## config.mk

```make
export PLATFORM = sky130hd
export DESIGN_NAME = spi_mem_bridge
export DESIGN_NICKNAME = d
export VERILOG_FILES = /design/src/rtl/spi_mem_bridge.sv
export SDC_FILE = /design/constraint.sdc
export NUM_CORES = 1
export LEC_CHECK = 0
export BUFFER_PORTS_ARGS = -buffer_cell sky130_fd_sc_hd__clkbuf_2
export CAP_MARGIN = 10
export CORE_UTILIZATION = 61
export DETAILED_ROUTE_END_ITERATION = 7
export PLACE_DENSITY = 0.79
export SLEW_MARGIN = 20
export SYNTH_ARGS = -nofsm -noshare
export SYNTH_HDL_FRONTEND = slang
export SYNTH_SLANG_ARGS = --single-unit
```

## constraint.sdc

```tcl
create_clock -name clk -period 3.96 [get_ports clk]
set_clock_uncertainty 0.15 [all_clocks]
set_input_delay 0.792 -clock clk [delete_from_list [all_inputs] [get_ports clk]]
set_output_delay 0.792 -clock clk [all_outputs]
set_load 0.01 [all_outputs]
```

## src/rtl/spi_mem_bridge.sv

```systemverilog
// spi_mem_bridge: memory-side stage behind the SPI slave. It decodes word
// accesses into control/status registers, a weight FIFO (SPI -> CNN) and a
// result FIFO (CNN -> SPI).
module spi_mem_bridge #(
    parameter int unsigned DWIDTH    = 16,
    parameter int unsigned WT_DEPTH  = 16,
    parameter int unsigned RES_DEPTH = 16
) (
    input  logic              clk,
    input  logic              rst_n,
    input  logic              mem_en,
    input  logic              wr_en,
    input  logic              rd_en,
    input  logic [DWIDTH-1:0] addr_mem,
    input  logic [DWIDTH-1:0] wr_data_mem,
    output logic [DWIDTH-1:0] rd_data_mem,
    output logic [DWIDTH-1:0] wt_data,
    output logic              wt_valid,
    input  logic              wt_ready,
    input  logic [DWIDTH-1:0] res_data,
    input  logic              res_valid,
    output logic              res_ready,
    output logic              cnn_start,
    input  logic              cnn_busy,
    input  logic              cnn_done
);

    localparam int unsigned AW     = DWIDTH - 1;
    localparam int unsigned WT_PW  = $clog2(WT_DEPTH);
    localparam int unsigned WT_CW  = WT_PW + 1;
    localparam int unsigned RES_PW = $clog2(RES_DEPTH);
    localparam int unsigned RES_CW = RES_PW + 1;

    localparam logic [AW-1:0] A_CTRL    = AW'(16'h000);
    localparam logic [AW-1:0] A_STATUS  = AW'(16'h001);
    localparam logic [AW-1:0] A_WT_CNT  = AW'(16'h002);
    localparam logic [AW-1:0] A_RES_CNT = AW'(16'h003);
    localparam logic [AW-1:0] A_SCRATCH = AW'(16'h004);
    localparam logic [AW-1:0] A_RES_LO  = AW'(16'h100);
    localparam logic [AW-1:0] A_RES_HI  = AW'(16'h1FF);
    localparam logic [AW-1:0] A_WT_LO   = AW'(16'h200);
    localparam logic [AW-1:0] A_WT_HI   = AW'(16'h2FF);

    // Top address bit is the SPI W/R flag and carries no decode information
    logic unused_addr_flag;
    assign unused_addr_flag = addr_mem[DWIDTH-1];

    logic [AW-1:0] addr_dec;
    logic          wr_acc, rd_acc;
    logic          res_win, wt_win;
    logic          ctrl_wr, flush, clr_flags;

    assign addr_dec  = addr_mem[AW-1:0];
    assign wr_acc    = mem_en && wr_en;
    assign rd_acc    = mem_en && rd_en;
    assign res_win   = (addr_dec >= A_RES_LO) && (addr_dec <= A_RES_HI);
    assign wt_win    = (addr_dec >= A_WT_LO) && (addr_dec <= A_WT_HI);
    assign ctrl_wr   = wr_acc && (addr_dec == A_CTRL);
    assign flush     = ctrl_wr && wr_data_mem[2];
    assign clr_flags = ctrl_wr && wr_data_mem[1];

    // Weight FIFO state
    logic [DWIDTH-1:0] wt_mem [WT_DEPTH];
    logic [WT_PW-1:0]  wt_wr_ptr, wt_rd_ptr;
    logic [WT_CW-1:0]  wt_cnt;
    logic              wt_full, wt_empty, wt_push_req, wt_push, wt_pop;

    assign wt_full     = (wt_cnt == WT_CW'(WT_DEPTH));
    assign wt_empty    = (wt_cnt == '0);
    assign wt_valid    = !wt_empty;
    assign wt_push_req = wr_acc && wt_win;
    assign wt_push     = wt_push_req && !wt_full;
    assign wt_pop      = wt_valid && wt_ready;
    assign wt_data     = wt_valid ? wt_mem[wt_rd_ptr] : '0;

    // Result FIFO state
    logic [DWIDTH-1:0] res_mem [RES_DEPTH];
    logic [RES_PW-1:0] res_wr_ptr, res_rd_ptr;
    logic [RES_CW-1:0] res_cnt;
    logic              res_full, res_empty, res_rd, res_push, res_pop;

    assign res_full  = (res_cnt == RES_CW'(RES_DEPTH));
    assign res_empty = (res_cnt == '0);
    assign res_ready = !res_full;
    assign res_rd    = rd_acc && res_win;
    assign res_push  = res_valid && res_ready;
    assign res_pop   = res_rd && !res_empty;

    // Weight FIFO storage (pointers decide what is live, so no reset needed)
    always_ff @(posedge clk) begin
        if (wt_push) begin
            wt_mem[wt_wr_ptr] <= wr_data_mem;
        end
    end

    // Weight FIFO pointers and occupancy; flush overrides push and pop
    always_ff @(posedge clk or negedge rst_n) begin
        if (!rst_n) begin
            wt_wr_ptr <= '0;
            wt_rd_ptr <= '0;
            wt_cnt    <= '0;
        end else if (flush) begin
            wt_wr_ptr <= '0;
            wt_rd_ptr <= '0;
            wt_cnt    <= '0;
        end else begin
            if (wt_push) begin
                wt_wr_ptr <= wt_wr_ptr + WT_PW'(1);
            end
            if (wt_pop) begin
                wt_rd_ptr <= wt_rd_ptr + WT_PW'(1);
            end
            case ({wt_push, wt_pop})
                2'b10:   wt_cnt <= wt_cnt + WT_CW'(1);
                2'b01:   wt_cnt <= wt_cnt - WT_CW'(1);
                default: wt_cnt <= wt_cnt;
            endcase
        end
    end

    // Result FIFO storage
    always_ff @(posedge clk) begin
        if (res_push) begin
            res_mem[res_wr_ptr] <= res_data;
        end
    end

    // Result FIFO pointers and occupancy; flush overrides push and pop
    always_ff @(posedge clk or negedge rst_n) begin
        if (!rst_n) begin
            res_wr_ptr <= '0;
            res_rd_ptr <= '0;
            res_cnt    <= '0;
        end else if (flush) begin
            res_wr_ptr <= '0;
            res_rd_ptr <= '0;
            res_cnt    <= '0;
        end else begin
            if (res_push) begin
                res_wr_ptr <= res_wr_ptr + RES_PW'(1);
            end
            if (res_pop) begin
                res_rd_ptr <= res_rd_ptr + RES_PW'(1);
            end
            case ({res_push, res_pop})
                2'b10:   res_cnt <= res_cnt + RES_CW'(1);
                2'b01:   res_cnt <= res_cnt - RES_CW'(1);
                default: res_cnt <= res_cnt;
            endcase
        end
    end

    // Control registers, sticky flags and the start pulse
    logic [DWIDTH-1:0] scratch;
    logic              done_sticky, wt_ovf, res_unf;

    always_ff @(posedge clk or negedge rst_n) begin
        if (!rst_n) begin
            scratch     <= '0;
            done_sticky <= 1'b0;
            wt_ovf      <= 1'b0;
            res_unf     <= 1'b0;
            cnn_start   <= 1'b0;
        end else begin
            cnn_start <= ctrl_wr && wr_data_mem[0] && !cnn_busy;
            if (wr_acc && (addr_dec == A_SCRATCH)) begin
                scratch <= wr_data_mem;
            end
            if (cnn_done) begin
                done_sticky <= 1'b1;
            end else if (clr_flags) begin
                done_sticky <= 1'b0;
            end
            if (wt_push_req && wt_full) begin
                wt_ovf <= 1'b1;
            end else if (clr_flags) begin
                wt_ovf <= 1'b0;
            end
            if (res_rd && res_empty) begin
                res_unf <= 1'b1;
            end else if (clr_flags) begin
                res_unf <= 1'b0;
            end
        end
    end

    // Combinational read decode; the SPI top samples it on the access edge
    always_comb begin
        rd_data_mem = '0;
        if (rd_acc && rst_n) begin
            if (addr_dec == A_STATUS) begin
                rd_data_mem = DWIDTH'({res_unf, wt_ovf, res_empty, wt_empty,
                                       wt_full, done_sticky, cnn_busy});
            end else if (addr_dec == A_WT_CNT) begin
                rd_data_mem = DWIDTH'(wt_cnt);
            end else if (addr_dec == A_RES_CNT) begin
                rd_data_mem = DWIDTH'(res_cnt);
            end else if (addr_dec == A_SCRATCH) begin
                rd_data_mem = scratch;
            end else if (res_win && !res_empty) begin
                rd_data_mem = res_mem[res_rd_ptr];
            end
        end
    end

endmodule

```

==> results by group, run 1 <==
Worst setup path
  – Critical path arrival: approximately 2900 ps
  – Slowest cell on crit path: mux4_2
  – Critical Path, Cell by Cell: buf_4, buf_12, mux4_2, nand2b_1, nand4_1, a32oi_1, a211oi_1, clkbuf_2
  – CP Max Fanout: 23
  – Category of the worst setup path launch point: flip-flop
  – CP Data Required Time: around 3000 ps
  – Category of cells accounting for the largest share of critical-path delay: compound AO/OA/AOI/OAI gates
  – Buffer and inverter count on the worst path: 3
  – Worst stage delay on the critical path: 540 ps
  – Crit Path Class: reg -> out
  – Nature of the critical path endpoint: output pin

Power and ir drop
  – Share of total power in the clock network: 0.340
  – NetSw: between 3000 and 4000 uW
  – Final Total Pwr: ~15000 uW
  – Max rail drop VDD: around 0.65 mV
  – Gate power share: 0.192
  – Internal power contribution: between 10000 and 15000 uW
  – Power density of the placed cells: between 500 and 600 mW/mm^2
  – Flop pwr share: 0.468
  – Proportion of total power due to net switching: 0.252
  – Standby leakage power: 0.00865 uW

Global route
  – Number of global-route vias before repair: between 10000 and 15000
  – Global route total overflow: 0
  – Wire length of the first global-routing pass: 73.4 mm
  – Total routing resource utilization after global routing: 0.266
  – Maximum number of pins on one net before global-route repair: 57
  – Number of antenna violations at the first check in global routing: 0

Final layout
  – Multi-input logic area: 0.00570 mm^2
  – Sequential Area: ~0.017 mm^2
  – Antenna Cells: 0
  – Area growth, synth to finish: 14.6%
  – Core occupancy in the finished layout: 0.707
  – Filler cell count: between 2000 and 2500
  – Proportion of layout cells with a drive suffix above 1: 0.343
  – Final net count: between 1000 and 1500

Timing
  – Tightest slew margin relative to the limit: 0.327
  – Worst Max-Slew Pin Slew: approximately 1000 ps
  – Worst hold slack after final layout: 192 ps
  – Maximum achievable frequency: 259 MHz
  – Crit path setup slack, layout: ~100 ps
  – Final hold viol count: 0
  – Final period utilization: 0.974
  – Setup TNS: 0 ps
  – Unrepaired setup endpoints after global routing: no
  – Max-slew violation count: 0
  – Min Tclk post-route: approximately 3900 ps
  – Final Setup Violations: 0

Clocking
  – H-tree levels: 2
  – Clock transition time at the flip-flop clock pins of the worst setup and hold paths: 60 ps
  – Master cell of the clock root buffer: clkbuf_16
  – # hold bufs at CTS: 0
  – Number of buffers between clock root and the deepest sink: 3
  – CTS tree: done
  – Number of sinks on the clock net: 558
  – Clock latency on the worst-skew pair: ~580 ps
  – Cts bufs inserted: 54

Drt
  – Drt first-iter violations: 989
  – Wire length per cell: roughly 28 um
  – Total Routed Length: about 49 mm
  – Post-detailed-route DRC marker count: 0
  – First-pass detailed-route iteration total: 5
  – DRT antenna net count: 0
  – Via count of the routed design: between 10000 and 15000
  – Via-to-Cell Ratio: approximately 6.4

Place
  – Placed wire-length estimate: ~29 mm
  – DP Worst Slack: between 100 and 150 ps
  – Buffers added on ports: 90
  – Final estimated routing congestion in global placement: about 0.9

Synth
  – Average cell area after synthesis: approximately 20 um^2
  – Number of enable-type register cells in the synthesized netlist: between 500 and 600
  – Most frequent cells after synthesis: edfxtp_1, mux4_2, dfrtp_1
  – Cell area after technology mapping: 0.0226 mm^2
  – Number of instances in the synthesized netlist: 1097
  – Share of the synthesized area in the top cell type: 0.682
  – FF+latch count, synth: 558
  – Number of nets produced by synthesis: about 1200
  – Cell type with the largest total area after synthesis: edfxtp_1
  – Post-synthesis sequential area ratio: 0.733
  – Count of warnings emitted by yosys: 0
  – Most common flop cell mapped by yosys: edfxtp_1
  – Biggest area contributors in the synthesized netlist: edfxtp_1, mux4_2, dfrtp_1
  – Distinct cells, synth: around 70
  – Most common cell in the netlist: edfxtp_1
  – Ys async rst share: 0.0824

Outcome
  – Outcome: completed

Floorplanning
  – Die height: 194 um
  – Total die area: between 0.03 and 0.04 mm^2
  – # rows: 70
  – Core region area: roughly 0.037 mm^2
  – Number of ports placed on the die boundary: 92
  – Die boundary width: around 200 um
  – Effective utilization at floorplan: 0.617

Job
  – Max-capacitance violation count: 0

Hold path
  – Min-Delay Path Class: in -> async
-- cells by family (layout without fill, tap and decap cells) --
group	count (synthesis)	count (layout)	share of synthesized area
and+or+nand+nor	175	175	0.0453
AOI/OAI and AO/OA	71	71	0.0229
DFF	558	558	0.733
buffers and inverters	78	280	0.0159
muxes	185	185	0.169
xor gates and xnor gates	15	15	0.00583
adders and majority gates	15	15	0.00866
-- power by group through the flow --
stage                     Clock (uW)  Sequential (uW)  Combinational [uW]
after global routing            5460             7150                3130
final                           5170             7110                2910
after CTS                       5250             7150                2880
after detailed placement           0             7270                2840
after floorplan                    0             7010                2110
after global placement             0             7240                2780
-- timing repair --
item | in CTS | in global routing
resized for setup | 0 | 3
setup endpoints to repair | 1 | 9
setup buffers | 2 | 4
-- area by class of cell --
class                           instances  share of cell area
Timing Repair Buffer                  159              0.0430
Multi-Input combinational cell        461               0.221
Tap cell                              468              0.0227
Clock buffer                           80              0.0616
Sequential cell                       558               0.640
Clock inverter                         22             0.00920
Inverter                               19             0.00276
-- cell usage in the layout, fill, tap and decap left out, types with 5 or more instances in the layout --
cell       count
nor2b_1       19
xnor2_1       10
xor2_1         5
a32o_1        10
nand3_1       13
a22oi_1        5
dfrtp_1       42
a21oi_1       17
nor4_1         7
ha_1          14
nor3b_1        5
buf_12        11
nand4_1        5
clkbuf_16     56
mux4_2       150
mux2_2        16
clkinv_2      10
and2_1        23
clkbuf_1      14
mux2_4        11
clkbuf_2      90
mux2i_1        8
o21ai_0        9
nand2_1       27
clkbuf_8      10
nor2_1        25
buf_4         57
nor2_2         5
inv_1         18
edfxtp_1     512
nor3_1        11
-- path summary, 6_finish.rpt --
| check | start | to | slack [ps] | cells past startpoint |
|---|---|---|---|---|
| setup / recovery | res_rd_ptr[0]$_DFFE_PN0P_ | rd_data_mem[2] | 100 | 8 |
| hold / removal | rst_n | res_cnt[4]$_DFFE_PN0P_ | 190 | 2 |
| setup reg to reg | res_cnt[1]$_DFFE_PN0P_ | res_cnt[4]$_DFFE_PN0P_ | 910 | 10 |
| hold reg to reg | done_sticky$_DFFE_PN0P_ | done_sticky$_DFFE_PN0P_ | 340 | 1 |
| max in group asynchronous | rst_n | wt_rd_ptr[0]$_DFFE_PN0P_ | 2940 | 2 |
| min in group clk | cnn_done | done_sticky$_DFFE_PN0P_ | 250 | 2 |
-- through the flow --
step	instance area [um^2]	instances
after floorplan	22600	1097
after global placement	24000	1659
after detailed placement	24000	1659
after CTS	25800	1763
after global routing	25800	1767
final	25800	1767
-- state kept, by name (all words and copies together) (netlist names), 5 cells and up --
signal	cells
res_cnt	5
res_mem	256
scratch	16
wt_cnt	5
wt_mem	256
-- per-layer routing --
layer	GRT usage	wire (um)	vias to the layer above
met5	0	0	-
met4	0.0914	1300	0
met3	0.0362	2740	96
met2	0.470	26200	486
met1	0.342	18500	5971
li1	-	-	4842
No activity file was read; power rests on OpenSTA's default activity.
==> inputs of run 2 (changes only) <==
CELL_PAD_IN_SITES_DETAIL_PLACEMENT = 0   (was default)
CELL_PAD_IN_SITES_GLOBAL_PLACEMENT = 1   (was default)
CORE_UTILIZATION = 56   (was 61)
CTS_BUF_LIST = sky130_fd_sc_hd__clkbuf_8   (was default)
PLACE_DENSITY = 0.83   (was 0.79)
==> run 2 against run 1 <==
Effect of this change:
- clock power fell by 17%
- final cell count rose by 7.0%
- total power fell by 6.3%
- sequential power fell by 1%
- register-to-register slack got worse by 100 ps
- first-iteration DRC count fell by 6.8%
- global-route usage fell by 2.8 points
- sequential share of layout area rose by 0.31 points
- count of clock-buffer cells in the layout rose by 13
- fmax rose by 0.32%
- flip-flop and latch count did not move
- via count fell by 1.0%
- largest power group unchanged
- highest routed layer is now met5
==> results by group, run 2 (synthesis gave the netlist of run 1 again) <==
Timing
  – Unrepaired setup endpoints after global routing: no
  – Crit path setup slack, layout: 115 ps (+12.4 ps)
  – Setup TNS: 0 ps (unchanged)
  – Final hold viol count: 0 (unchanged)
  – Worst Max-Slew Pin Slew: 1070 ps (+62.1 ps)
  – Tightest slew margin relative to the limit: 0.286 (-0.0414)
  – Worst hold slack after final layout: 176 ps (-16.2 ps)
  – Min Tclk post-route: 3840 ps (-12.4 ps)
  – Max-slew violation count: 0 (unchanged)
  – Final Setup Violations: 0 (unchanged)
  – Maximum achievable frequency: 260 MHz (+0.32%)
  – Final period utilization: 0.971 (-0.00313)

Global route
  – Number of global-route vias before repair: 11700 (-0.20%)
  – Number of antenna violations at the first check in global routing: 1 (+1)
  – Total routing resource utilization after global routing: 0.238 (-0.0277)
  – Maximum number of pins on one net before global-route repair: 68 (+19%)
  – Global route total overflow: 0 (unchanged)
  – Wire length of the first global-routing pass: 71.3 mm (-2.8%)

Place
  – Placed wire-length estimate: 28.3 mm (-1.3%)
  – Total cell area at the placement stage: 0.0240 mm^2 (+0.33%)
  – Buffers added on ports: 90 (unchanged)
  – Final estimated routing congestion in global placement: 0.829 (-8.8%)
  – DP Worst Slack: 294 ps (+170 ps)

Floorplanning
  – Die height: 203 um (+4.3%)
  – # rows: 73 (+4.3%)
  – Core region area: 0.0397 mm^2 (+8.8%)
  – Effective utilization at floorplan: 0.568 (-0.0499)
  – Total die area: 0.0411 mm^2 (+8.8%)
  – Number of ports placed on the die boundary: 92 (unchanged)
  – Die boundary width: 203 um (+4.3%)

Clocking
  – Number of buffers between clock root and the deepest sink: 3 (unchanged)
  – Cts bufs inserted: 85 (+57%)
  – CTS tree: done
  – Clock latency on the worst-skew pair: 640 ps (+60 ps)
  – H-tree levels: 3 (+1)
  – Master cell of the clock root buffer: clkbuf_8
  – Number of sinks on the clock net: 558 (unchanged)
  – Clock transition time at the flip-flop clock pins of the worst setup and hold paths: 60 ps (about the same)

Worst setup path
  – Crit Path Class: reg -> out
  – CP Data Required Time: 3020 ps (about the same)
  – CP Max Fanout: 14 (-39%)
  – Worst setup path startpoint: res_rd_ptr[0]$_DFFE_PN0P_
  – Category of the worst setup path launch point: flip-flop
  – Critical path arrival: 2900 ps (about the same)
  – Register-to-Register Path Depth: 10 (unchanged)
  – Nature of the critical path endpoint: output pin
  – Startpoint of the worst-slack reg-to-reg timing path: res_cnt[0]$_DFFE_PN0P_

Final layout
  – Biggest regs: res_mem x256, wt_mem x256, scratch x16
  – Most common library cell in the layout ignoring fill and taps: edfxtp_1
  – Final design instance area without fill: 0.0257 mm^2 (-0.47%)
  – Area growth, synth to finish: 14.0%
  – Sequential Area: 0.0165 mm^2 (about the same)
  – Proportion of layout cells with a drive suffix above 1: 0.353 (+0.00951)
  – Filler cell count: 2643 (+25%)
  – Final net count: 1366 (+3.1%)
  – Core occupancy in the finished layout: 0.647 (-0.0602)
  – Most frequent cells in the layout: edfxtp_1, mux4_2, clkbuf_8
  – Multi-input logic area: 0.00571 mm^2 (about the same)
  – Antenna Cells: 0 (unchanged)

Drt
  – Post-detailed-route DRC marker count: 0 (unchanged)
  – Wire length per cell: 25.0 um (-9.4%)
  – First-pass detailed-route iteration total: 5 (unchanged)
  – Drt first-iter violations: 922 (-6.8%)
  – DRT antenna net count: 0 (unchanged)
  – Total Routed Length: 47.2 mm (-3.0%)
  – Via-to-Cell Ratio: 5.96 (-7.5%)
  – Via count of the routed design: 11300 (-1.0%)

Power and ir drop
  – Standby leakage power: 0.00871 uW (+0.74%)
  – Flop pwr share: 0.495 (+0.027)
  – Max rail drop VDD: 0.310 mV (-52%)
  – Gate power share: 0.202 (+0.010)
  – Proportion of total power due to net switching: 0.266 (+0.0140)
  – Power density of the placed cells: 553 mW/mm^2 (-5.9%)
  – Internal power contribution: 10400 uW (-8.1%)
  – Share of total power in the clock network: 0.303 (-0.037)
  – NetSw: 3780 uW (-1.1%)

Outcome
  – Outcome: completed

Hold path
  – Min-Delay Path Class: in -> async

Job
  – Max-capacitance violation count: 0 (unchanged)
run 2: cell count changes in the layout (fill, tap and decap cells not counted), sizes merged:
cell | previous run | this run
clkinvlp | 2 | 4
clkbuf | 170 | 183
buf | 69 | 79
bufinv | 4 | 0
clkinv | 15 | 31
inv | 20 | 50
run 2: stage by stage:
stage / cells / total power (uW)
2_1_floorplan: 1097 / 9120
3_3_place_gp: 1722 / 10000
3_5_place_dp: 1722 / 10100
4_1_cts: 1884 / 14400
5_1_grt: 1891 / 14800
6_report: 1891 / 14200
run 2: timing repair:
| action | 4_1_cts | 5_1_grt |
|---|---|---|
| hold buffers | 0 | 0 |
| resized for setup | 2 | 1 |
| buffers inserted | 3 | 7 |
| setup endpoints to repair | 16 | 2 |
| hold endpoints to repair | 0 | 0 |
run 2: area by class of cell:
class | count | share of cell area
Sequential cell | 558 | 0.643
Multi-Input combinational cell | 461 | 0.222
Clock buffer | 93 | 0.0498
Timing Repair Buffer | 169 | 0.0457
Tap cell | 525 | 0.0255
Clock inverter | 66 | 0.0110
Inverter | 19 | 0.00277
run 2: critical path, cell delays in order, from the launching register on:
cell	delay, ps
dfrtp_4	530
buf_4	320
mux4_2	550
mux4_2	540
inv_1	80
o32ai_1	90
clkbuf_2	150
run 2: worst paths after layout:
check	endpoint	slack [ps]
max	rd_data_mem[5]	120
min	res_cnt[4]$_DFFE_PN0P_	180
max reg2reg	res_cnt[4]$_DFFE_PN0P_	810
min reg2reg	done_sticky$_DFFE_PN0P_	340
max in group asynchronous	wt_rd_ptr[0]$_DFFE_PN0P_	2990
min in group clk	done_sticky$_DFFE_PN0P_	230
run 2: power by group through the flow:
stage	clock network (uW)	registers [uW]	logic, uW
after floorplan	0	7010	2110
after global placement	0	7140	2870
after detailed placement	0	7170	2910
after CTS	4400	7040	2940
after global routing	4650	7070	3130
final	4300	7040	2880
run 2: metal layers:
layer	routed length, um	GRT usage	up-vias	part of all wire
met5	10	0	-	0.00021
li1	-	-	4937	-
met2	24800	0.409	345	0.52
met3	2320	0.0425	102	0.049
met4	1490	0.0870	2	0.031
met1	18700	0.307	5893	0.39
==> inputs of run 3 (changes only) <==
PLACE_DENSITY = 0.79   (was 0.83)
==> run 3 against run 2 <==
Effect of this change:
- die area unchanged
- combinational power about the same
- flip-flop and latch count unchanged
- cell area about the same
- total power increased by 0.10%
- largest cell class unchanged
==> results by group, run 3 (synthesis gave the netlist of run 1 again) <==
Worst setup path
  – CP Data Required Time: 3020 ps (about the same)
  – Critical path arrival: 2960 ps (+60 ps)
  – Slowest cell on crit path: mux4_2
  – Most numerous cell on the critical path: mux4_2
  – Category of the worst setup path launch point: flip-flop
  – Critical Path, Cell by Cell: buf_6, mux4_2, mux4_2, a32o_1, clkbuf_2
  – Startpoint of the worst-slack reg-to-reg timing path: res_cnt[0]$_DFFE_PN0P_
  – Nature of the critical path endpoint: output pin
  – Crit Path Class: reg -> out
  – Register-to-Register Path Depth: 10 (unchanged)
  – Worst stage delay on the critical path: 540 ps (about the same)
  – Worst setup path startpoint: res_rd_ptr[0]$_DFFE_PN0P_
  – Reg-to-reg slack, setup: 1010 ps (+200 ps)
  – CP Max Fanout: 9 (-5)
  – RR Endpoint: res_cnt[4]$_DFFE_PN0P_

Final layout
  – Area growth, synth to finish: 14.0% (about the same)
  – Core occupancy in the finished layout: 0.647 (about the same)
  – Antenna Cells: 0 (unchanged)
  – Proportion of layout cells with a drive suffix above 1: 0.351 (-0.00186)
  – Most frequent cells in the layout: edfxtp_1, mux4_2, clkbuf_8, clkbuf_2, buf_4
  – Biggest regs: res_mem x256, wt_mem x256, scratch x16
  – Most common library cell in the layout ignoring fill and taps: edfxtp_1
  – Final net count: 1365 (-0.073%)

Clocking
  – Clock latency on the worst-skew pair: 640 ps (about the same)
  – Cts bufs inserted: 87 (+2.4%)
  – Number of sinks on the clock net: 558 (unchanged)
  – H-tree levels: 3 (unchanged)
  – Master cell of the clock root buffer: clkbuf_8
  – Clock transition time at the flip-flop clock pins of the worst setup and hold paths: 60 ps (about the same)
  – # hold bufs at CTS: 0 (unchanged)
  – Number of buffers between clock root and the deepest sink: 3 (unchanged)
  – CTS tree: done

Place
  – Final estimated routing congestion in global placement: 0.835 (+0.70%)
  – Placed wire-length estimate: 29.1 mm (+2.7%)
  – DP Worst Slack: 318 ps (+23.4 ps)
  – Buffers added on ports: 90 (unchanged)

Floorplanning
  – Core region area: 0.0397 mm^2 (unchanged)
  – Die boundary width: 203 um (unchanged)
  – Die height: 203 um (unchanged)
  – Number of ports placed on the die boundary: 92 (unchanged)
  – Effective utilization at floorplan: 0.568 (unchanged)
  – Total die area: 0.0411 mm^2 (unchanged)
  – # rows: 73 (unchanged)

Global route
  – Number of global-route vias before repair: 11800 (+0.79%)
  – Maximum number of pins on one net before global-route repair: 47 (-31%)
  – Global route total overflow: 0 (unchanged)
  – Wire length of the first global-routing pass: 71.8 mm (+0.75%)
  – Total routing resource utilization after global routing: 0.241 (+0.00289)
  – Number of antenna violations at the first check in global routing: 1 (unchanged)

Power and ir drop
  – Final Total Pwr: 14200 uW (+0.10%)
  – Power density of the placed cells: 554 mW/mm^2 (+0.11%)
  – Max rail drop VDD: 0.450 mV (+45%)
  – Gate power share: 0.202 (about the same)
  – NetSw: 3820 uW (+1.2%)
  – Flop pwr share: 0.499 (+0.004)
  – Standby leakage power: 0.00865 uW (-0.65%)
  – Share of total power in the clock network: 0.299 (-0.004)
  – Proportion of total power due to net switching: 0.269 (+0.00285)
  – Internal power contribution: 10400 uW (-0.28%)

Timing
  – Min Tclk post-route: 3900 ps (+59.2 ps)
  – Maximum achievable frequency: 256 MHz (-1.5%)
  – Final Setup Violations: 0 (unchanged)
  – Crit path setup slack, layout: 56.3 ps (-59.2 ps)
  – Unrepaired setup endpoints after global routing: yes
  – Final hold viol count: 0 (unchanged)
  – Max-slew violation count: 0 (unchanged)
  – Tightest slew margin relative to the limit: 0.233 (-0.0522)
  – Final period utilization: 0.986 (+0.0149)
  – Worst Max-Slew Pin Slew: 1150 ps (+78.3 ps)

Drt
  – First-pass detailed-route iteration total: 5 (unchanged)
  – DRT antenna net count: 0 (unchanged)
  – Total Routed Length: 47.7 mm (+1.1%)
  – Via-to-Cell Ratio: 5.98 (+0.31%)
  – Post-detailed-route DRC marker count: 0 (unchanged)
  – Wire length per cell: 25.3 um (+1.4%)
  – Drt first-iter violations: 1006 (+9.1%)
  – Via count of the routed design: 11300 (-0.062%)

Job
  – Max-capacitance violation count: 0 (unchanged)

Hold path
  – Min-Delay Path Class: in -> async

Outcome
  – Outcome: completed
run 3: cell types whose count changed in the layout (fill, tap and decap cells not counted), moves of 2 or more:
| cell | change |
|---|---|
| buf_12 | +2 |
| clkinv_1 | +9 |
| buf_4 | -8 |
| clkbuf_8 | -3 |
| buf_6 | +2 |
| inv_1 | -10 |
run 3: power groups by stage:
| stage | Combinational [uW] | Clock, uW | Sequential (uW) |
|---|---|---|---|
| floorplan | 2110 | 0 | 7010 |
| global placement | 2840 | 0 | 7240 |
| detailed placement | 2870 | 0 | 7260 |
| CTS | 2930 | 4340 | 7110 |
| global route | 3110 | 4560 | 7150 |
| finish | 2880 | 4250 | 7110 |
run 3: through the flow:
step	instance area, um^2	hold WS (ps)	std cells	TNS, ps
floorplan	22600	294	1097	0
global placement	24100	336	1721	0
detailed placement	24100	342	1721	0
CTS	25700	160	1881	0
global route	25700	172	1884	-21.0
finish	25700	182	1884	0
run 3: worst max path at each step:
stage	end	slack (ps)	cells after the start
after floorplan	wt_mem[4][0]$_DFFE_PP_	220	5
after global placement	rd_data_mem[0]	320	7
after detailed placement	rd_data_mem[15]	320	7
after CTS	rd_data_mem[5]	10	7
after global routing	rd_data_mem[15]	-20	5
final	rd_data_mem[15]	60	5
run 3: repair_timing:
item | in CTS | in global routing
pin swaps | 0 | 3
gates resized for setup | 1 | 4
setup endpoints to repair | 15 | 13
buffers inserted | 5 | 3
gates cloned | 0 | 1
run 3: critical path, delay by kind of cell (launching register included):
| kind | cells | cell delay [ps] |
|---|---|---|
| flops | 1 | 530 |
| buf+inv | 2 | 360 |
| compound gates | 1 | 350 |
| mux | 2 | 1060 |
run 3: metal layers:
metal  vias up  share of wire  global-route usage
met5         -        0.00027                   0
met4         2          0.022              0.0755
met3        93          0.050              0.0454
met2       346           0.53               0.416
met1      5896           0.40               0.313
li1       4935              -                   -
run 3: layout make-up:
class | instances | area (um^2)
multi-input cells | 461 | 5710
clock inverters | 65 | 283
inverters | 19 | 71.3
clock buffers | 90 | 1240
flip-flops and latches | 558 | 16500
repair buffers | 166 | 1220
fillers | 2698 | 14000
well taps | 525 | 657
